--- src/rtl/bin2bcd_pkg.sv ---
// Shared FSM encoding and sizing helpers for the sequential binary-to-BCD converter.
// The signed-input build of bin2bcd_seq is selected with macro BIN2BCD_SIGNED_EN.
package bin2bcd_pkg;

    typedef enum logic [1:0] {
        IDLE  = 2'd0,
        SHIFT = 2'd1,
        DONE  = 2'd2
    } state_t;

    // ceil(width * log10(2)); 0.30103 is close enough that no width in 1..64 rounds the wrong way.
    function automatic int min_digits(input int width);
        return (width * 30103 + 99999) / 100000;
    endfunction

endpackage

--- src/rtl/bin2bcd_seq_bcd_digit_adj.sv ---
// One double-dabble digit correction: add 3 when the digit is 5 or more,
// so that the following left shift carries correctly into the next decade.
module bcd_digit_adj (
    input  logic [3:0] digit_i,
    output logic [3:0] digit_o
);

    assign digit_o = (digit_i >= 4'd5) ? digit_i + 4'd3 : digit_i;

endmodule

--- src/rtl/bin2bcd_seq.sv ---
// Sequential double-dabble binary-to-BCD converter, one bit per clock, valid/ready on both sides.
// Define BIN2BCD_SIGNED_EN to treat bin_in as two's complement and report the sign separately.
module bin2bcd_seq #(
    parameter int WIDTH  = 32,
    parameter int DIGITS = 10
) (
    input  logic                  clk,
    input  logic                  rst_n,
    input  logic                  in_valid,
    output logic                  in_ready,
    input  logic [WIDTH-1:0]      bin_in,
    output logic                  out_valid,
    input  logic                  out_ready,
    output logic [4*DIGITS-1:0]   bcd_out,
    output logic                  sign,
    output logic                  overflow
);
    import bin2bcd_pkg::*;

    localparam int BW = 4 * DIGITS;
    localparam int CW = $clog2(WIDTH + 1);

    if (WIDTH < 4 || WIDTH > 64) begin : g_bad_width
        $error("bin2bcd_seq: WIDTH must be in 4..64");
    end
    if (DIGITS < 1 || DIGITS > 20) begin : g_bad_digits
        $error("bin2bcd_seq: DIGITS must be in 1..20");
    end

    state_t              state_q, state_d;
    logic [WIDTH-1:0]    mag_q, mag_d;
    logic [BW-1:0]       bcd_q, bcd_d;
    logic                ovf_q, ovf_d;
    logic [CW-1:0]       cnt_q, cnt_d;
    logic [BW-1:0]       bcd_out_q, bcd_out_d;
    logic                ovf_out_q, ovf_out_d;
    logic [WIDTH-1:0]    mag_in;
    logic [BW-1:0]       bcd_adj;
    logic [BW+WIDTH-1:0] shifted;
`ifdef BIN2BCD_SIGNED_EN
    logic                sign_in;
    logic                sign_q, sign_d;
    logic                sign_out_q, sign_out_d;
`endif

    for (genvar gi = 0; gi < DIGITS; gi++) begin : g_adj
        bcd_digit_adj u_adj (
            .digit_i (bcd_q[4*gi +: 4]),
            .digit_o (bcd_adj[4*gi +: 4])
        );
    end

    assign shifted = {bcd_adj[BW-2:0], mag_q, 1'b0};

`ifdef BIN2BCD_SIGNED_EN
    // Negating the most negative value wraps back to 2^(WIDTH-1), which is its true magnitude.
    assign sign_in = bin_in[WIDTH-1];
    assign mag_in  = sign_in ? (~bin_in + WIDTH'(1)) : bin_in;
`else
    assign mag_in  = bin_in;
`endif

    always_comb begin
        state_d   = state_q;
        mag_d     = mag_q;
        bcd_d     = bcd_q;
        ovf_d     = ovf_q;
        cnt_d     = cnt_q;
        bcd_out_d = bcd_out_q;
        ovf_out_d = ovf_out_q;
`ifdef BIN2BCD_SIGNED_EN
        sign_d     = sign_q;
        sign_out_d = sign_out_q;
`endif
        case (state_q)
            IDLE: begin
                if (in_valid) begin
                    mag_d   = mag_in;
                    bcd_d   = '0;
                    ovf_d   = 1'b0;
                    cnt_d   = '0;
`ifdef BIN2BCD_SIGNED_EN
                    sign_d  = sign_in;
`endif
                    state_d = SHIFT;
                end
            end
            SHIFT: begin
                // A set MSB in the top adjusted digit is a decade carry that falls off the field.
                bcd_d = shifted[BW+WIDTH-1:WIDTH];
                mag_d = shifted[WIDTH-1:0];
                ovf_d = ovf_q | bcd_adj[BW-1];
                cnt_d = cnt_q + CW'(1);
                if (cnt_q == CW'(WIDTH - 1)) begin
                    bcd_out_d  = shifted[BW+WIDTH-1:WIDTH];
                    ovf_out_d  = ovf_q | bcd_adj[BW-1];
`ifdef BIN2BCD_SIGNED_EN
                    sign_out_d = sign_q;
`endif
                    state_d    = DONE;
                end
            end
            DONE: begin
                if (out_ready) begin
                    state_d = IDLE;
                end
            end
            default: state_d = IDLE;
        endcase
    end

    always_ff @(posedge clk or negedge rst_n) begin
        if (!rst_n) begin
            state_q    <= IDLE;
            mag_q      <= '0;
            bcd_q      <= '0;
            ovf_q      <= 1'b0;
            cnt_q      <= '0;
            bcd_out_q  <= '0;
            ovf_out_q  <= 1'b0;
`ifdef BIN2BCD_SIGNED_EN
            sign_q     <= 1'b0;
            sign_out_q <= 1'b0;
`endif
        end else begin
            state_q    <= state_d;
            mag_q      <= mag_d;
            bcd_q      <= bcd_d;
            ovf_q      <= ovf_d;
            cnt_q      <= cnt_d;
            bcd_out_q  <= bcd_out_d;
            ovf_out_q  <= ovf_out_d;
`ifdef BIN2BCD_SIGNED_EN
            sign_q     <= sign_d;
            sign_out_q <= sign_out_d;
`endif
        end
    end

    assign in_ready  = (state_q == IDLE);
    assign out_valid = (state_q == DONE);
    assign bcd_out   = bcd_out_q;
    assign overflow  = ovf_out_q;
`ifdef BIN2BCD_SIGNED_EN
    assign sign      = sign_out_q;
`else
    assign sign      = 1'b0;
`endif

endmodule

--- config.mk ---
export PLATFORM = sky130hd
export DESIGN_NAME = bin2bcd_seq
export DESIGN_NICKNAME = d
export VERILOG_FILES = /design/src/rtl/bin2bcd_pkg.sv /design/src/rtl/bin2bcd_seq_bcd_digit_adj.sv /design/src/rtl/bin2bcd_seq.sv
export SDC_FILE = /design/constraint.sdc
export NUM_CORES = 1
export LEC_CHECK = 0
export CAP_MARGIN = 20
export CORE_ASPECT_RATIO = 1.5
export CORE_MARGIN = 10
export CORE_UTILIZATION = 40
export DETAILED_ROUTE_END_ITERATION = 6
export HOLD_SLACK_MARGIN = 0.15
export SYNTH_ARGS = -nofsm -noshare
export SYNTH_HDL_FRONTEND = slang
export SYNTH_HIERARCHICAL = 1
export SYNTH_SLANG_ARGS = --single-unit
--- constraint.sdc ---
create_clock -name clk -period 1.65 [get_ports clk]
set_input_delay 0.165 -clock clk [delete_from_list [all_inputs] [get_ports clk]]
set_output_delay 0.165 -clock clk [all_outputs]
set_load 0.05 [all_outputs]
==> summary.txt <==
Final layout
  • Proportion of layout cells with a drive suffix above 1: 27.53%
  • Final nets: 688
  • Antenna cells: 0
  • Sequential cell area: 3054 um2
  • Most common cell after layout, fill and taps aside: dfrtp_1
  • Area occupied by multi-input gates: 2705 um2
  • P&R area growth vs syn: 34.99%
  • Cell Count, Final, Fillers Out: 839
  • Fillers: 1320
  • Most frequent cells in the layout: dfrtp_1, buf_4, o22ai_1, nand2_1, a22o_1

STA
  • Clock Skew: 9.896 ps
  • Unrepaired setup endpoints after global routing: yes
  • Final hold vios: 0
  • Final Cycle Share: 99.57%
  • Minimum clock period: 1643 ps
  • Peak Freq: 0.6087 GHz
  • Final setup fails: 0
  • Setup TNS Final: 0 ps
  • Final Slew Violations: 0

Clock network
  • Sink Count: 122
  • Clock tree buffer depth: 2
  • Clock Latency Late Sink: 410 ps
  • TritonCTS clock tree: yes
  • Clock-pin slew on the worst setup and hold paths: 60 ps
  • H-tree depth: 4
  • CTS root buf: clkbuf_16
  • Num CTS Buffers: 17

GRT
  • Largest net degree at the start of global routing: 36
  • Vias in the first global route: 4801
  • Remaining global-route overflow: 0
  • Initial antenna violation count: 0
  • GRT Resource Usage Total: 14.43%
  • First-pass GRT wire length: 24.02 mm

Pwr
  • Pwr Density: 2084 nW/um2
  • VDD IR max: 0.7556 mV
  • P_leak: 3.590 nW

Routing
  • ANT nets after route: 0
  • Via count: 4479
  • # DRC: 0
  • First-pass DRT Iterations: 4
  • DR iter-0 viols: 205
  • Routed len/inst: 17.38 um
  • Vias per cell: 5.338
  • Routed WL: 14.58 mm

Die
  • I/O pin cnt: 80
  • Initial core utilization: 40.39%
  • Core Region: 14460 um2
  • Site row count: 54
  • Die H: 168.0 um
  • Chip width: 118.7 um
  • Die ar.: 19930 um2

Worst setup path
  • Register-to-Register Setup Slack: 7 ps
  • Crit end category: flip-flop
  • CP delay by family, top: simple AND/OR/NAND/NOR gates
  • Worst path depth: 5
  • Critical path class: reg2reg
  • WP buf/inv: 2
  • Critical path's slowest cell: dfrtp_1
  • Slowest Stage Delay on Critical Path: 370 ps
  • Worst EP required: 1950 ps
  • Critical Path AT: 1940 ps
  • Crit path cell chain: nand2b_4, nor4_4, buf_6, clkbuf_16, mux2_2
  • Setup crit start kind: flip-flop
  • RR Endpoint: bcd_out[33]$_DFFE_PN0P_
  • R2r worst-path depth: 5
  • R2r startpoint: state_q[1]$_DFFE_PN0P_
  • CP Max Fanout: 7

Logic synthesis
  • Post-synthesis cell area: 5839 um2
  • Share of the synthesized area in the top cell type: 52.28%
  • Top cells by area, synth: dfrtp_1, mux2_2, o22ai_1
  • #FFs+latches synth: 122
  • Seq/Total Area, Yosys: 52.28%
  • Biggest area consumer among synthesized cells: dfrtp_1
  • Synth warn: 6
  • Syn_area_per_cell: 11.02 um2
  • Mapped Nets: 587
  • Gate Count Post-Synth: 530
  • Unique masters post-synth: 32

Placement
  • Placed Instances: 797
  • Global placer's final weighted congestion: 0.7512
  • Port Buffers: 78
  • Post-DP HPWL: 9.516 mm

Status
  • Outcome: finished clean

Job
  • Max-cap violations: 0

Min path
  • Worst hold-check path type: in2async
[layer usage]
layer | routed length [um] | global-route usage (%) | part of all wire, % | vias up
li1 | - | - | - | 2124
met1 | 5961 | 16.43 | 41 | 2227
met2 | 7739 | 25.35 | 53 | 114
met3 | 698 | 4.386 | 4.8 | 14
met4 | 183 | 4.262 | 1.3 | 0
met5 | 0 | 0 | 0 | -
[cell usage after synthesis]
cell type    n
o31ai_1      1
nor3_1       1
inv_1       25
a21oi_2     10
a22o_1      41
nand2b_1    22
xnor2_1     10
a32o_1       1
conb_1       1
o21ai_0     16
mux2_2      35
buf_6        5
a21o_1       1
o21bai_1     1
nand2_1     43
o21ai_1     10
mux2_1       5
o22ai_1     60
a21oi_1     35
nor4_4       1
nor2_1      14
nand3_1      1
nand4_1      2
ha_1        21
buf_4        1
mux2i_1     14
clkbuf_1    25
nor2b_1      2
dfrtp_1    122
and2_1       1
buf_2        2
a31oi_1      1
[area by class of cell]
type                    count  share of cell area [%]
multi-input cells         350                   34.32
clock inverters            12                   2.190
repair buffers            115                   14.65
clock buffers              19                   5.746
well taps                 196                   3.111
inverters                  25                   1.238
flip-flops and latches    122                   38.75
[state kept, by name (all words and copies together), names as in the netlist]
signal,flops
cnt_q,6
bcd_q,40
mag_q,32
state_q,2
overflow,1
bcd_out,40
ovf_q,1
[power breakdown]
group          leakage [nW]  internal, mW  switching (mW)  total [mW]
logic                  1.77          3.29            3.92        7.21
clock network         0.293          2.59            1.33        3.92
registers              1.52          4.21            1.08        5.29
[how the worst max path moves through the flow]
stage                            from                       to
4_1_cts          cnt_q[1]$_DFFE_PN0P_  bcd_out[38]$_DFFE_PN0P_
3_3_place_gp     cnt_q[1]$_DFFE_PN0P_  bcd_out[33]$_DFFE_PN0P_
5_1_grt        state_q[1]$_DFFE_PN0P_  bcd_out[35]$_DFFE_PN0P_
6_report       state_q[1]$_DFFE_PN0P_  bcd_out[33]$_DFFE_PN0P_
3_5_place_dp     cnt_q[1]$_DFFE_PN0P_  bcd_out[27]$_DFFE_PN0P_
2_1_floorplan    cnt_q[0]$_DFFE_PN0P_  bcd_out[31]$_DFFE_PN0P_
[through the flow]
| step | power (mW) | hold WS (ps) | setup slack [ps] | util [%] | instance area [um2] |
|---|---|---|---|---|---|
| after global placement | 11.77 | 119.5 | -25.51 | 47.89 | 6924 |
| final | 16.42 | 221.0 | 7.073 | 54.52 | 7883 |
| after detailed placement | 12.06 | 126.8 | -93.49 | 47.89 | 6924 |
| after global routing | 17.52 | 252.3 | -41.89 | 54.52 | 7883 |
| after CTS | 16.12 | 231.3 | 17.52 | 52.95 | 7656 |
| after floorplan | 10.07 | -130.6 | -80.89 | - | 5849 |
[logic make-up (layout without fill, tap and decap cells)]
group                    after synthesis  in the layout  synth area share (%)
XOR/XNOR                              10             10                 1.500
buffers and inverters                 58            171                 4.478
adder cells (fa/ha/maj)               21             21                 4.500
AND/OR/NAND/NOR                       87             87                 7.092
AO/OA/AOI/OAI                        177            177                 19.97
flip-flops                           122            122                 52.28
other                                  1              1               0.06422
multiplexers                          54             54                 10.11
[repair_timing]
item                                    CTS  global route
endpoints found under the hold margin   122             0
pin swaps                                 2             4
endpoints found under the setup margin   41            34
hold buffers                              1             0
gates resized for setup                   7            43
gates cloned                              2             2
buffers inserted                          3             3
Note: power is estimated with default switching activity, not from simulation.
==> edit: new RTL, same flow settings <==
Re-encode `state_t` (3 states) as one-hot, 3 bits wide.
--- a/src/rtl/bin2bcd_pkg.sv
+++ b/src/rtl/bin2bcd_pkg.sv
@@ -4,6 +4,6 @@
 
-    typedef enum logic [1:0] {
-        IDLE  = 2'd0,
-        SHIFT = 2'd1,
-        DONE  = 2'd2
+    typedef enum logic [2:0] {
+        IDLE  = 3'b001,
+        SHIFT = 3'b010,
+        DONE  = 3'b100
     } state_t;
Formal check against the unedited RTL: no difference found for any inputs over 10 cycles, from zero or initial values and one cycle with rst_n low; not proved beyond that.
==> edit against the original RTL <==
- the run now ends with setup timing left
- synthesized area is 4.2% higher
- final cell count down 3.9%
- routed wire length fell by 11%
- final area is 0.30% lower
- worst hold slack got worse by 53 ps
- critical path depth stayed put
- first-iteration DRC count shrank 19%
- global-route usage is 1.3 points lower
- sequential cell count grew 1
- clock skew shrank 1.5 ps
- worst setup slack worse by 12 ps
- largest cell class unchanged
Power is not compared: it rests on default switching activity, and its combinational part moved more than twofold at a synthesized area within 25%.
==> edit: results <==
sta:
  finalHoldViolations: 0
  setup_tns_ps: -7.63
  setup_viol: 3
  setup_ws_ps: -4.67
  skew_ps: 8.37
worst_setup_path:
  worstPathMaxFanout: 16
  cp_top_family: "simple AND/OR/NAND/NOR gates"
  arrival_ps: 1940
  reg2reg_depth: 5
  crit_path_max_incr_delay_ps: 410
  crit_slowest_cell: "or3_4"
  critPathLaunch: "cnt_q[1]"
cts:
  root_buffer: "clkbuf_16"
  htreeDepth: 4
  cts.reportedPaths.clkPinSlew_ps: 60
  numCtsBuffers: 17
  clockBufferDepth: 2
  worstSkewPairLatency_ps: 410
route:
  drtIter0Drc: 167
  drtPass1Iterations: 5
  vias: 4112
  drt-total-wl_mm: 13.0
  vias_per_cell: 5.10
job:
  cap_violations: 0
layout:
  drive_above_1_share_pct: 33.9
  nFillCells: 1327
  layout.nets: 654
  diodes: 0
outcome:
  failed_checks: "setup timing"
  status: "complete, but fails checks"
synthesis:
  synth_compound_area_share_pct: 15.8
  synth_xor_area_share_pct: 1.58
  synth_common_cells: "dfrtp_1, nand2b_1, a22o_1"
  synth_fp_nets: 551
  yosys.cell_types.count: 42
  yosysSeqAreaShare_pct: 50.6
  synthTopCellsByArea: "dfrtp_1, mux2_4, a22o_1"
  synth_async_sr_flop_share_pct: 100
  synth_mux_area_share_pct: 12.1
  synth_area_per_cell_um2: 12.3
  ys_warn_count: 6
  yosys.area_share.adder_pct: 4.32
grt:
  track_usage_pct: 13.1
  grt_pass1_wl_mm: 22.0
  grt_max_degree: 48
  antenna_found_initial: 0
  grt_pass1_vias: 4450
placed_design:
  dpl_worst_slack_ps: -102
  dp.cells: 771
  place.gp.congestion: 0.785
  dpl_cell_area_um2: 7140
  numPortBuffers: 78
  dp_hpwl_mm: 9.05
hold_path:
  min_path_type: "in2async"
power_and_ir_drop:
  p_leak_uw: 0.00373
  ir_drop_v: 0.000644
-- edit: changes by cell type in the layout (fill, tap and decap cells not counted), sizes merged, moves of 3 or more --
cell      change
or2b          +4
clkinvlp      -3
buf           -3
o21ai         -5
nor3b         +4
nand2b       +29
o22ai        -60
a21oi        -33
o221a        +31
-- edit: final timing paths --
path | to
max | bcd_out[6]
max reg2reg | bcd_out[6]
max in group asynchronous | bcd_out[1]
min reg2reg | ovf_q
min in group clk | state_q[2]
min | bcd_q[29]
-- edit: worst register-to-register path: cells and delay by family (launching register included) --
family,cells,cell delay (ps)
mux,1,310
buf+inv,1,200
simple gates,2,510
fa+ha+maj,1,180
flops,1,350
-- edit: metal layers --
metal	share of wire, %	GRT usage, %	vias up
li1	-	-	1970
met1	44	15.0	2028
met2	49	22.2	95
met3	4.7	3.79	19
met4	2.0	5.84	0
met5	0	0	-
-- edit: timing repair --
item	in CTS	in global routing
hold endpoints to repair	122	0
pin swaps	1	8
hold buffers	1	0
gates resized for setup	6	22
gates cloned	1	0
setup buffers	1	3
endpoints found under the setup margin	42	109
-- edit: metrics by stage --
stage          hold WS [ps]  total power, uW
3_3_place_gp           38.6             6100
3_5_place_dp           46.3             6160
5_1_grt                 163            10300
2_1_floorplan          -131             5270
4_1_cts                 156             9750
6_report                168             9730
-- edit: layout make-up --
cell class	count	area, um2	area share, %
Inverter	23	86.3	1.10
Tap cell	199	249	3.17
Clock inverter	8	97.6	1.24
Multi-Input combinational cell	322	2800	35.6
Sequential cell	123	3080	39.2
Clock buffer	21	450	5.73
Timing Repair Buffer	110	1090	13.9
-- edit: kinds of logic (layout without fill, tap and decap cells) --
group                      Yosys count  in the layout
DFF                                123            123
buffers and inverters               49            162
muxes                               54             54
other                                1              1
adders and majority gates           21             21
and+or+nand+nor                    124            124
AOI/OAI and AO/OA                  111            111
xor gates and xnor gates            11             11
-- edit: where the power goes --
group	total, uW	switching, uW	internal, uW
Sequential	3810	316	3490
Combinational	2420	1150	1270
Clock	3500	1270	2220
